**src/rtl/shiftreg_ctrl.sv**
```systemverilog
// Round-robin arbiter and frame sequencer for a parallel-load serial shift register.
// Grants one WIDTH-bit word per frame, times the shift-out, then idles for GAP cycles.
module shiftreg_ctrl #(
  parameter int unsigned WIDTH = 8,
  parameter int unsigned GAP   = 2
) (
  input  logic             clk,
  input  logic             rst_n,
  input  logic             req0,
  input  logic [WIDTH-1:0] data0,
  output logic             ack0,
  input  logic             req1,
  input  logic [WIDTH-1:0] data1,
  output logic             ack1,
  output logic             shift_load,
  output logic [WIDTH-1:0] datain,
  output logic             frame_valid,
  output logic             done,
  output logic             busy,
  output logic             grant_id
);

  localparam int unsigned CntW    = $clog2(WIDTH);
  localparam int unsigned GapW    = (GAP > 1) ? $clog2(GAP) : 1;
  localparam int unsigned GapLast = (GAP > 0) ? GAP - 1 : 0;

  typedef enum logic [1:0] {StIdle, StLoad, StShift, StGap} state_e;

  state_e           state_q, state_d;
  logic [CntW-1:0]  bit_cnt_q, bit_cnt_d;
  logic [GapW-1:0]  gap_cnt_q, gap_cnt_d;
  logic             ptr_q, ptr_d;  // 1: requester 1 wins a tie
  logic [WIDTH-1:0] datain_q, datain_d;
  logic             grant_q, grant_d;
  logic             pick1;

  assign pick1 = req1 & (~req0 | ptr_q);

  always_comb begin
    state_d     = state_q;
    bit_cnt_d   = bit_cnt_q;
    gap_cnt_d   = gap_cnt_q;
    ptr_d       = ptr_q;
    datain_d    = datain_q;
    grant_d     = grant_q;
    shift_load  = 1'b0;
    ack0        = 1'b0;
    ack1        = 1'b0;
    frame_valid = 1'b0;
    done        = 1'b0;
    busy        = (state_q != StIdle);
    grant_id    = grant_q;
    datain      = datain_q;

    unique case (state_q)
      StIdle: begin
        if (req0 | req1) begin
          grant_d  = pick1;
          ptr_d    = ~pick1;
          datain_d = pick1 ? data1 : data0;
          state_d  = StLoad;
        end
      end
      StLoad: begin
        shift_load = 1'b1;
        ack0       = ~grant_q;
        ack1       = grant_q;
        bit_cnt_d  = CntW'(WIDTH - 1);
        state_d    = StShift;
      end
      StShift: begin
        frame_valid = 1'b1;
        if (bit_cnt_q == '0) begin
          done = 1'b1;
          if (GAP > 0) begin
            gap_cnt_d = GapW'(GapLast);
            state_d   = StGap;
          end else begin
            state_d = StIdle;
          end
        end else begin
          bit_cnt_d = bit_cnt_q - 1'b1;
        end
      end
      StGap: begin
        if (gap_cnt_q == '0) begin
          state_d = StIdle;
        end else begin
          gap_cnt_d = gap_cnt_q - 1'b1;
        end
      end
      default: state_d = StIdle;
    endcase
  end

  always_ff @(posedge clk or negedge rst_n) begin
    if (!rst_n) begin
      state_q   <= StIdle;
      bit_cnt_q <= '0;
      gap_cnt_q <= '0;
      ptr_q     <= 1'b0;
      datain_q  <= '0;
      grant_q   <= 1'b0;
    end else begin
      state_q   <= state_d;
      bit_cnt_q <= bit_cnt_d;
      gap_cnt_q <= gap_cnt_d;
      ptr_q     <= ptr_d;
      datain_q  <= datain_d;
      grant_q   <= grant_d;
    end
  end

endmodule

```
**config.mk**
```make
export PLATFORM = sky130hd
export DESIGN_NAME = shiftreg_ctrl
export DESIGN_NICKNAME = d
export VERILOG_FILES = /design/src/rtl/shiftreg_ctrl.sv
export SDC_FILE = /design/constraint.sdc
export NUM_CORES = 1
export LEC_CHECK = 0
export ABC_CLOCK_PERIOD_IN_PS = 1900
export CAP_MARGIN = 10
export CORE_MARGIN = 8
export CORE_UTILIZATION = 42
export DETAILED_ROUTE_END_ITERATION = 12
export HOLD_SLACK_MARGIN = 0.15
export PLACE_DENSITY = 0.89
export SETUP_SLACK_MARGIN = 0.4
export SLEW_MARGIN = 10
export SYNTH_ARGS = -nofsm -noshare
export SYNTH_HDL_FRONTEND = slang
export SYNTH_SLANG_ARGS = --single-unit
```
**constraint.sdc**
```tcl
create_clock -name clk -period 1.9 [get_ports clk]
set_clock_uncertainty 0.05 [all_clocks]
set_input_delay 0.38 -clock clk [delete_from_list [all_inputs] [get_ports clk]]
set_output_delay 0.38 -clock clk [all_outputs]
set_load 0.05 [all_outputs]
```
==> out/results.ini <==
[critical_path]
crit_type = reg -> out
critPathTopFamily = flip-flops
worstSetupStartpointType = flip-flop
path_cells = inv_2 -> ha_4 -> and2b_2 -> and2_4 -> buf_12
slowest_stage = dfrtp_1
critPathCaptureType = output port
slowest_delay_ns = 0.38
cp_max_fo = 3
path_buf_inv = 2
crit_arrival_ns = 1.42
required_ns = 1.47

[layout]
drive_above_1_share_pct = 33.09
num_antenna_cells = 0
area_growth_pct = 64.40
finalInstanceArea_mm2 = 0.001450
fin_nets = 164
final_common_cell = clkdlybuf4s50_1
most-common-layout-cells = clkdlybuf4s50_1 (19), buf_4 (18), dfrtp_1 (15), nor2_1 (11), a31oi_1 (9)

[hold_path]
min_path_type = in -> async

[timing]
rsz0062_at_grt = true
finalSetupViolations = 0
tightest_slew_ns = 0.3155
finalCritPeriodShare_pct = 97.17
slew_headroom_pct = 78.97
hold_slack_ns = 0.3690
hold_viol_final = 0
max_freq_ghz = 0.5417
post-route-min-period_ns = 1.846
setup_slack_ns = 0.05383
slew_violations = 0

[pwr]
leakage_nw = 0.6490
p_per_area_mw_per_mm2 = 1839
peakVddDrop_mv = 1.170

[global_route]
grt_pass1_wl_um = 3870
grt.met2_usage_pct = 22.01
busiest_layer = met2
grtUsageMet3_pct = 6.379
grt_start_max_net_pins = 18
grtUsageTotal_pct = 13.51
grt_pass1_vias = 861
grt-ovfl-total = 0
grt_util_met1_pct = 14.65
antenna_found_initial = 0

[synth]
postSynthAreaPerCell_um2 = 9.588
ys_seq_area_share_pct = 45.39
yosys_warnings = 0
synth-seq-cells = 16
synth_nets = 118
netlist_area_um2 = 882.1
ys_types = 28
synth_cells = 92

[clocking]
cts-hold-fix-buffers = 0
h-tree-depth = 1
cts_tree = built
numClockSinks = 16
root_buffer = clkbuf_4
clk_latency_ns = 0.28
cts_buffer_depth = 2
cts_buffers = 3
clk_pin_slew_ns = 0.09

[routing]
finalWirelength_um = 2362
post_drt_via_cell_ratio = 5.135
via_count = 837
drc = 0
wl_per_cell_um = 14.49
antenna_left = 0
dr.pass1.iters = 4
drt_iter0_markers = 4

[run]
drv_cap = 0

[floorplanning]
start_util_pct = 44.51
coreArea_mm2 = 0.001982
chipWidth_um = 61.83
ios = 35
design.die.area_mm2 = 0.003823
row_count = 16
die_height_um = 61.83

[place]
gp_congestion = 0.8434
dp_hpwl_um = 1755
portBuffers = 34
dpl_cell_area_mm2 = 0.001328
pre_cts_slack_ns = 0.1085

[status]
status = complete, no violations

stage by stage:
stage	instances	power (mW)	utilization, %	setup TNS [ns]
global route	163	2.843	73.17	-0.02027
detailed placement	151	2.318	66.98	0
finish	163	2.667	73.17	0
floorplan	92	1.780	-	0
global placement	151	2.268	66.98	0
CTS	159	2.567	70.58	0
synth_stat cells (all sizes together):
cell type   n  share of area (%)
dfrtp      16                 45
nor2       11                4.7
a31oi       9                6.4
inv         8                3.4
nand3       8                4.5
o21ai       8                4.5
ha          6                8.5
buf         3                2.0
a21oi       2                1.1
and2        2                1.4
and2b       2                1.8
mux2i       2                2.3
nand2b      2                2.3
nor2b       2                1.4
a211oi      1               0.85
a221o       1                1.3
a2bb2oi     1               0.99
clkbuf      1               0.43
mux2        1                1.7
nand2       1               0.43
nand3b      1               0.85
nor3b       1               0.85
o21a        1               0.85
o221ai      1               0.99
o32ai       1               0.99
kinds of logic (layout without fill, tap and decap cells):
group / count (synthesis) / after routing / synth area share (%)
mux: 3 / 3 / 3.971
flops: 16 / 16 / 45.39
buf+inv: 12 / 56 / 5.816
simple gates: 30 / 30 / 18.30
fa+ha+maj: 6 / 6 / 8.510
compound gates: 25 / 25 / 18.02
repair_timing:
action | in CTS | in global routing
endpoints found under the setup margin | 17 | 15
pin swaps | 1 | 2
buffers inserted | 5 | 4
hold endpoints to repair | 0 | 0
resized for setup | 2 | 8
routing by layer:
layer	up-vias	share of wire (%)
met3	2	8.2
met2	28	48
met5	-	0
li1	414	-
met4	0	0.64
met1	393	43
final timing paths:
kind | depth (start not counted) | startpoint | slack [ns] | to
worst max register to register | 6 | state_q[0]$_DFFE_PN0P_ | 0.21 | state_q[1]$_DFFE_PN0P_
min in group clk | 1 | bit_cnt_q[0]$_DFFE_PN0P_ | 0.45 | bit_cnt_q[0]$_DFFE_PN0P_
max in group asynchronous | 2 | rst_n | 1.24 | state_q[1]$_DFFE_PN0P_
worst min register to register | 1 | bit_cnt_q[0]$_DFFE_PN0P_ | 0.45 | bit_cnt_q[0]$_DFFE_PN0P_
worst min-delay path | 2 | rst_n | 0.37 | state_q[0]$_DFFE_PN0P_
worst max-delay path | 5 | state_q[0]$_DFFE_PN0P_ | 0.05 | done
report_power, final:
group | switching [mW] | internal, mW
Clock | 0.0976 | 0.0734
Sequential | 0.133 | 0.516
Combinational | 1.04 | 0.805
area by class of cell:
type / count / area [µm²]
well taps: 27 / 33.78
fillers: 133 / 531.8
multi-input cells: 64 / 491.7
inverters: 8 / 32.53
repair buffers: 45 / 467.9
flip-flops and latches: 16 / 401.6
clock buffers: 3 / 22.52
flip-flops by register name, summed over array words and instances (netlist names):
register / count
datain: 8
bit_cnt_q: 3
state_q: 2
gap_cnt_q: 1
grant_id: 1
ptr_q: 1
No activity file was read; power rests on OpenSTA's default activity.
